==> config.mk <==
export PLATFORM = sky130hd
export DESIGN_NAME = pipelined_addsub
export DESIGN_NICKNAME = d
export VERILOG_FILES = /design/src/rtl/pipelined_addsub.sv
export SDC_FILE = /design/constraint.sdc
export NUM_CORES = 1
export LEC_CHECK = 0
export BUFFER_PORTS_ARGS = -buffer_cell sky130_fd_sc_hd__buf_2
export CORE_AREA = 10 10 103 105
export DETAILED_ROUTE_END_ITERATION = 7
export DIE_AREA = 0 0 113 115
export GPL_TIMING_DRIVEN = 0
export PLACE_DENSITY = 0.74
export SETUP_SLACK_MARGIN = 0.02
export SYNTH_ARGS = -nofsm -noshare
export SYNTH_HDL_FRONTEND = slang
export SYNTH_SLANG_ARGS = --single-unit
==> constraint.sdc <==
create_clock -name i_clk -period 2.9 [get_ports i_clk]
set_clock_uncertainty 0.05 [all_clocks]
set_input_delay 0.435 -clock i_clk [delete_from_list [all_inputs] [get_ports i_clk]]
set_output_delay 0.435 -clock i_clk [all_outputs]
set_load 0.03 [all_outputs]
==> src/rtl/pipelined_addsub.sv <==
// pipelined_addsub
//   Two's-complement adder/subtractor split into STAGES carry-chained slices
//   of CW = WIDTH/STAGES bits, one slice per clock. Stage k adds slice k of
//   the operands using the carry registered by stage k-1 (stage 0 uses the
//   effective carry-in). Lower result slices and the still-unused upper
//   operand slices travel forward with the beat. The last stage also
//   produces the carry out of bit WIDTH-1 and the signed overflow flag.
//
// Handshake (both sides): a beat transfers on a rising edge where valid and
//   ready are both high. The producer holds its beat unchanged while valid is
//   high and ready is low. o_ready = !o_valid || i_ready is the global advance
//   enable; it never depends on i_valid.
//
// Ports
//   i_clk, i_rst    clock, asynchronous active-high reset
//   i_valid/o_ready upstream handshake
//   i_A, i_B        operands
//   i_carry         carry-in (add mode only)
//   i_sub           0 = A + B + i_carry, 1 = A + ~B + 1
//   o_valid/i_ready downstream handshake
//   o_S             result, modulo 2^WIDTH
//   o_carry         carry out of bit WIDTH-1 (1 = no borrow when subtracting)
//   o_overflow      signed overflow of the result
module pipelined_addsub #(
  parameter int WIDTH  = 16,
  parameter int STAGES = 4
) (
  input  logic             i_clk,
  input  logic             i_rst,
  input  logic             i_valid,
  output logic             o_ready,
  input  logic [WIDTH-1:0] i_A,
  input  logic [WIDTH-1:0] i_B,
  input  logic             i_carry,
  input  logic             i_sub,
  output logic             o_valid,
  input  logic             i_ready,
  output logic [WIDTH-1:0] o_S,
  output logic             o_carry,
  output logic             o_overflow
);

  localparam int CW   = WIDTH / STAGES;
  localparam int LAST = STAGES - 1;

  // Per-stage registers: operands (B already conditionally inverted), the
  // partially built sum, the carry out of this stage's slice, and valid.
  logic [WIDTH-1:0]  r_a [STAGES];
  logic [WIDTH-1:0]  r_b [STAGES];
  logic [WIDTH-1:0]  r_s [STAGES];
  logic [STAGES-1:0] r_c;
  logic [STAGES-1:0] r_v;
  logic              r_ovf;

  // Inputs seen by each stage: the upstream beat for stage 0, the previous
  // stage's registers otherwise.
  logic [WIDTH-1:0]  src_a [STAGES];
  logic [WIDTH-1:0]  src_b [STAGES];
  logic [WIDTH-1:0]  src_s [STAGES];
  logic [STAGES-1:0] src_c;
  logic [STAGES-1:0] src_v;

  logic [WIDTH-1:0]  nxt_s [STAGES];
  logic [STAGES-1:0] nxt_c;
  logic [CW:0]       slice_sum [STAGES];
  logic              nxt_ovf;
  logic              en;

  assign en      = !r_v[LAST] || i_ready;
  assign o_ready = en;

  always_comb begin
    src_a[0] = i_A;
    src_b[0] = i_sub ? ~i_B : i_B;
    src_s[0] = '0;
    // Subtract forces the +1 of the two's-complement negation.
    src_c[0] = i_sub | i_carry;
    src_v[0] = i_valid;
    for (int k = 1; k < STAGES; k++) begin
      src_a[k] = r_a[k-1];
      src_b[k] = r_b[k-1];
      src_s[k] = r_s[k-1];
      src_c[k] = r_c[k-1];
      src_v[k] = r_v[k-1];
    end

    for (int k = 0; k < STAGES; k++) begin
      slice_sum[k] = {1'b0, src_a[k][k*CW +: CW]}
                   + {1'b0, src_b[k][k*CW +: CW]}
                   + {{CW{1'b0}}, src_c[k]};
      nxt_s[k]              = src_s[k];
      nxt_s[k][k*CW +: CW]  = slice_sum[k][CW-1:0];
      nxt_c[k]              = slice_sum[k][CW];
    end

    // Carry into the MSB is recovered from the MSB sum bit; overflow is that
    // carry XOR the carry out of the MSB.
    nxt_ovf = (src_a[LAST][WIDTH-1] ^ src_b[LAST][WIDTH-1] ^ nxt_s[LAST][WIDTH-1])
            ^ nxt_c[LAST];
  end

  always_ff @(posedge i_clk or posedge i_rst) begin
    if (i_rst) begin
      for (int k = 0; k < STAGES; k++) begin
        r_a[k] <= '0;
        r_b[k] <= '0;
        r_s[k] <= '0;
      end
      r_c   <= '0;
      r_v   <= '0;
      r_ovf <= 1'b0;
    end else if (en) begin
      r_v <= src_v;
      // Data registers only load under a valid beat so idle outputs keep
      // their last value.
      for (int k = 0; k < STAGES; k++) begin
        if (src_v[k]) begin
          r_a[k] <= src_a[k];
          r_b[k] <= src_b[k];
          r_s[k] <= nxt_s[k];
          r_c[k] <= nxt_c[k];
        end
      end
      if (src_v[LAST]) r_ovf <= nxt_ovf;
    end
  end

  assign o_valid    = r_v[LAST];
  assign o_S        = r_s[LAST];
  assign o_carry    = r_c[LAST];
  assign o_overflow = r_ovf;

endmodule

# After elaboration in Yosys (flattened, before gate mapping)
# Index checks and enable logic that the tools add are counted.
# totals
reg_bits	145
latch_bits	0
mem_bits_rw	0
rom_bits	0
wordCells	36
memories	0
# op_classes
addsub	8
multipliers	0
n_div	0
order_cmp	0
n_eq_ne	0
shifts	0
muxes	1
bitwise_logic	5
reduce_logical	6
# ops
op	n
adder 4 x 4 -> 5 bit	4
adder 5 x 1 -> 5 bit	4
two-way mux 16 bit	1
inverter 16 bit	1
AND reduction 2 bit	4
XOR 1 bit	3
zero test 1 bit	1
logical OR 1 bit	1
bitwise OR 1 bit	1

# Logic depth before layout (Yosys ltp)
# depth
ltp_word	4
depth_mapped	8
mapped_depth_nobuf	7

# Least setup slack after synthesis
# Ideal clock, no wire load.
# synth_timing
path_kind	input-to-reg
from	input port i_sub
to	register r_c[0]
setup_time_ps	127
t_arrival_ps	2236
required_time_ps	2723
slack_ps	487
stages	8
path_buffers	2
path_cell_list	buf_2 -> buf_4 -> or2_2 -> fa_1 -> fa_1 -> a21o_1 -> a21oi_1 -> o21ai_0
# synth_via
elab_chain_len	3
word_cells_on_any_way	4
classes_between	add/sub: 2; mux: 1; bitwise: 1
# synth_rtl
element	line	rtl
start, declared	35	input logic i_sub,
two-way mux 16 bit	74	src_b[0] = i_sub ? ~i_B : i_B;
adder 4 x 4 -> 5 bit	89	+ {1'b0, src_b[k][k*CW +: CW]}
adder 5 x 1 -> 5 bit *	90	+ {{CW{1'b0}}, src_c[k]};
end signal, assigned by index	121	r_c[k] <= nxt_c[k];
end, declared	51	logic [STAGES-1:0] r_c;
# Mark *: on every way between the ends. The rest lies on a longest branch, timed or not.
# A chain may end at the register's enable or synchronous reset.

# Worst setup path after layout
# Same ends and word-level chain as after synthesis.

==> flow_metrics.tcl <==
set metrics [dict create \
    status "finished clean" \
    htreeDepth 3 \
    numCtsBuffers 9 \
    p_clk_share_pct 14.4 \
    grt_pass1_vias 2626 \
    dp.cells 475 \
    hold_viol 0 \
    max_freq_mhz 461.7 \
    postRouteAntennaNets 0 \
    antenna_found_initial 0 \
    via_count 2441 \
    ys_seq_area_share_pct 57.03 \
    comb_power_share_pct 41.4 \
    startpoint_type "primary input" \
    die_area_um2 13000 \
    synth_fp_nets 367 \
    p_int_mw 3.375 \
    ys_types 23 \
    finalMaxSlewViolations 0 \
    first_iter_violations 60 \
    final_cells 490 \
    path_clk_slew_ns 0.08 \
    syn_to_final_growth_pct 14.61 \
    netlist_instances 309 \
    peakVddDrop_mv 0.3529 \
    final.period_utilization_pct 74.69 \
    powerDensity_nw_per_um2 1071 \
    gp_congestion 0.7633 \
    clk_path_buf_depth 2 \
    finalCriticalPeriod_ns 2.166 \
    crit_fanout 10 \
    hold_class "primary input to async pin" \
    grt_start_max_net_pins 44 \
    p_seq_share_pct 44.2 \
    grt_overflow_total 0 \
    setup_violations 0 \
    die_h_um 115 \
    cp_data_required_time_ns 3.10 \
    yosysWarnings 0 \
    maxCapViolations 0 \
    tightest_slew_ns 0.5092 \
    cts_setup_buffers 0 \
    grt.met1_usage_pct 14.42 \
    grt_util_met3_pct 3.333 \
    swShare_pct 35.44 \
    cts_resized 0 \
    rsz0062_at_grt "no" \
    power_switching_mw 1.852 \
    hold_buffers 0 \
    drc 0 \
    grt_pass1_wl_um 12540 \
    routed_wl_um 7367 \
    multi_input_area_um2 1707 \
    die_w_um 113 \
    hpwl_um 5859 \
    synthesis.area_um2 4257 \
    ys_ff_latch 97 \
    clkLatencyLatePin_ns 0.36 \
    relSlewSlack_pct 65.98 \
    synthTopCellsByArea "dfrtp_1 57%, mux2_2 17%, fa_1 3.8%" \
    track_usage_pct 12.01 \
    grt-busiest-layer "met2" \
    io_pins 58 \
    viasPerCell 4.982 \
    firstDrtPassIters 6 \
    clockRootBuffer "clkbuf_8" \
    grt.met2_usage_pct 19.47 \
    layout-drive-gt1-share_pct 41.36 \
    portBuffers 56 \
    setup-tns-final_ns 0 \
    final-seq-area_um2 2427 \
    coreArea_um2 8551 \
    synth.avg_cell_area_um2 13.78 \
    start_util_pct 49.78 \
    synth_largest_area_cell "dfrtp_1" \
    power.static_leakage_nw 2.321 \
    clock_sinks 97 \
    n_fill_cell 708 \
    synth_top_area_share_pct 57.03 \
    num_antenna_cells 0 \
    cts_tree "built" \
    rows 34 \
    worst_ep_arrival_time_ns 2.37 \
    layout.nets 436 \
    crit_type "primary input to flop" \
    wl_per_cell_um 15.03 \
    endpoint_kind "flop" \
]
[area by class of cell]
class | instances | area share (%)
tap | 108 | 2.770
buffer | 13 | 1.949
clock buffer | 12 | 2.975
timing repair buffer | 58 | 6.566
sequential | 97 | 49.76
inverter | 6 | 0.6412
clock inverter | 3 | 0.3591
multi-input combinational | 193 | 34.98
[path summary, 6_finish.rpt]
path                       startpoint         end  slack (ns)  depth (start not counted)
hold reg to reg               o_S[15]     o_S[15]        0.43                          2
min in group i_clk             i_A[6]     r_a[54]        0.25                          2
setup / recovery                i_sub      r_c[0]        0.73                          8
hold / removal                  i_rst     r_b[63]        0.05                          2
max in group asynchronous       i_rst     r_a[41]        2.18                          3
setup reg to reg              r_a[28]  o_overflow        0.83                          6
[critical path, stage by stage]
cell and delay [ns]:
buf_2 0.17, buf_4 0.21, or2_2 0.31, fa_1 0.41
fa_1 0.42, a21o_1 0.17, a21oi_1 0.15, o21ai_0 0.09
[state kept, by name, summed over array words and instances, names as in the netlist]
signal,count
nxt_s,24
r_a,24
r_b,24
o_S,16
r_c,4
r_v,4
o_overflow,1
[stage by stage]
stage	total power, mW	instance area, µm²	setup slack, ns	hold slack, ns	util [%]
detailed placement	4.558	4716	0.3459	0.4153	55.15
global route	5.625	4878	0.6653	0.06990	57.05
CTS	5.305	4878	0.7353	0.04620	57.05
global placement	4.424	4676	0.3788	0.4080	54.68
floorplan	3.960	4260	0.4870	0.3958	-
finish	5.227	4878	0.7339	0.04846	57.05
[cells by family after synthesis]
kind of cell / count (synthesis) / synth area share (%)
AO/OA/AOI/OAI: 42 / 5.409
adder cells (fa/ha/maj): 20 / 7.290
XOR/XNOR: 25 / 5.144
multiplexers: 67 / 17.99
buffers and inverters: 19 / 2.880
flip-flops: 97 / 57.03
AND/OR/NAND/NOR: 39 / 4.262
[cells in the final DEF, fill, tap and decap left out, types with 7 or more instances in the layout]
| master | n |
|---|---|
| a21o_1 | 8 |
| a21oi_1 | 8 |
| buf_2 | 59 |
| buf_4 | 7 |
| clkbuf_8 | 10 |
| dfrtp_1 | 97 |
| fa_1 | 8 |
| ha_1 | 12 |
| mux2_2 | 63 |
| nand2_1 | 32 |
| o21ai_0 | 26 |
| xnor2_1 | 16 |
| xor2_1 | 9 |
[routing by layer]
| layer | wire length, µm | vias to the layer above |
|---|---|---|
| met5 | 0 | - |
| met4 | 159 | 0 |
| met3 | 292 | 11 |
| met2 | 3473 | 44 |
| met1 | 3442 | 1198 |
| li1 | - | 1188 |
[Yosys cell counts]
master,n
o21ai_0,26
mux2_2,63
dfrtp_1,97
nor2b_4,1
xor2_1,9
xnor2_1,16
nand2_1,32
nand2_2,2
buf_2,3
fa_1,8
mux2_1,1
nand2b_1,1
buf_6,2
or2_2,1
inv_1,5
a21oi_1,8
inv_6,1
buf_4,7
ha_1,12
mux2_4,3
a21o_1,8
clkbuf_2,1
nand2_4,2
[power groups by stage]
stage	clock network (mW)	logic (mW)	registers, mW
3_3_place_gp	0	2.11	2.31
6_report	0.751	2.17	2.31
5_1_grt	0.820	2.41	2.40
2_1_floorplan	0	1.47	2.49
3_5_place_dp	0	2.21	2.35
4_1_cts	0.771	2.22	2.32
No activity file was read; power rests on OpenSTA's default activity.
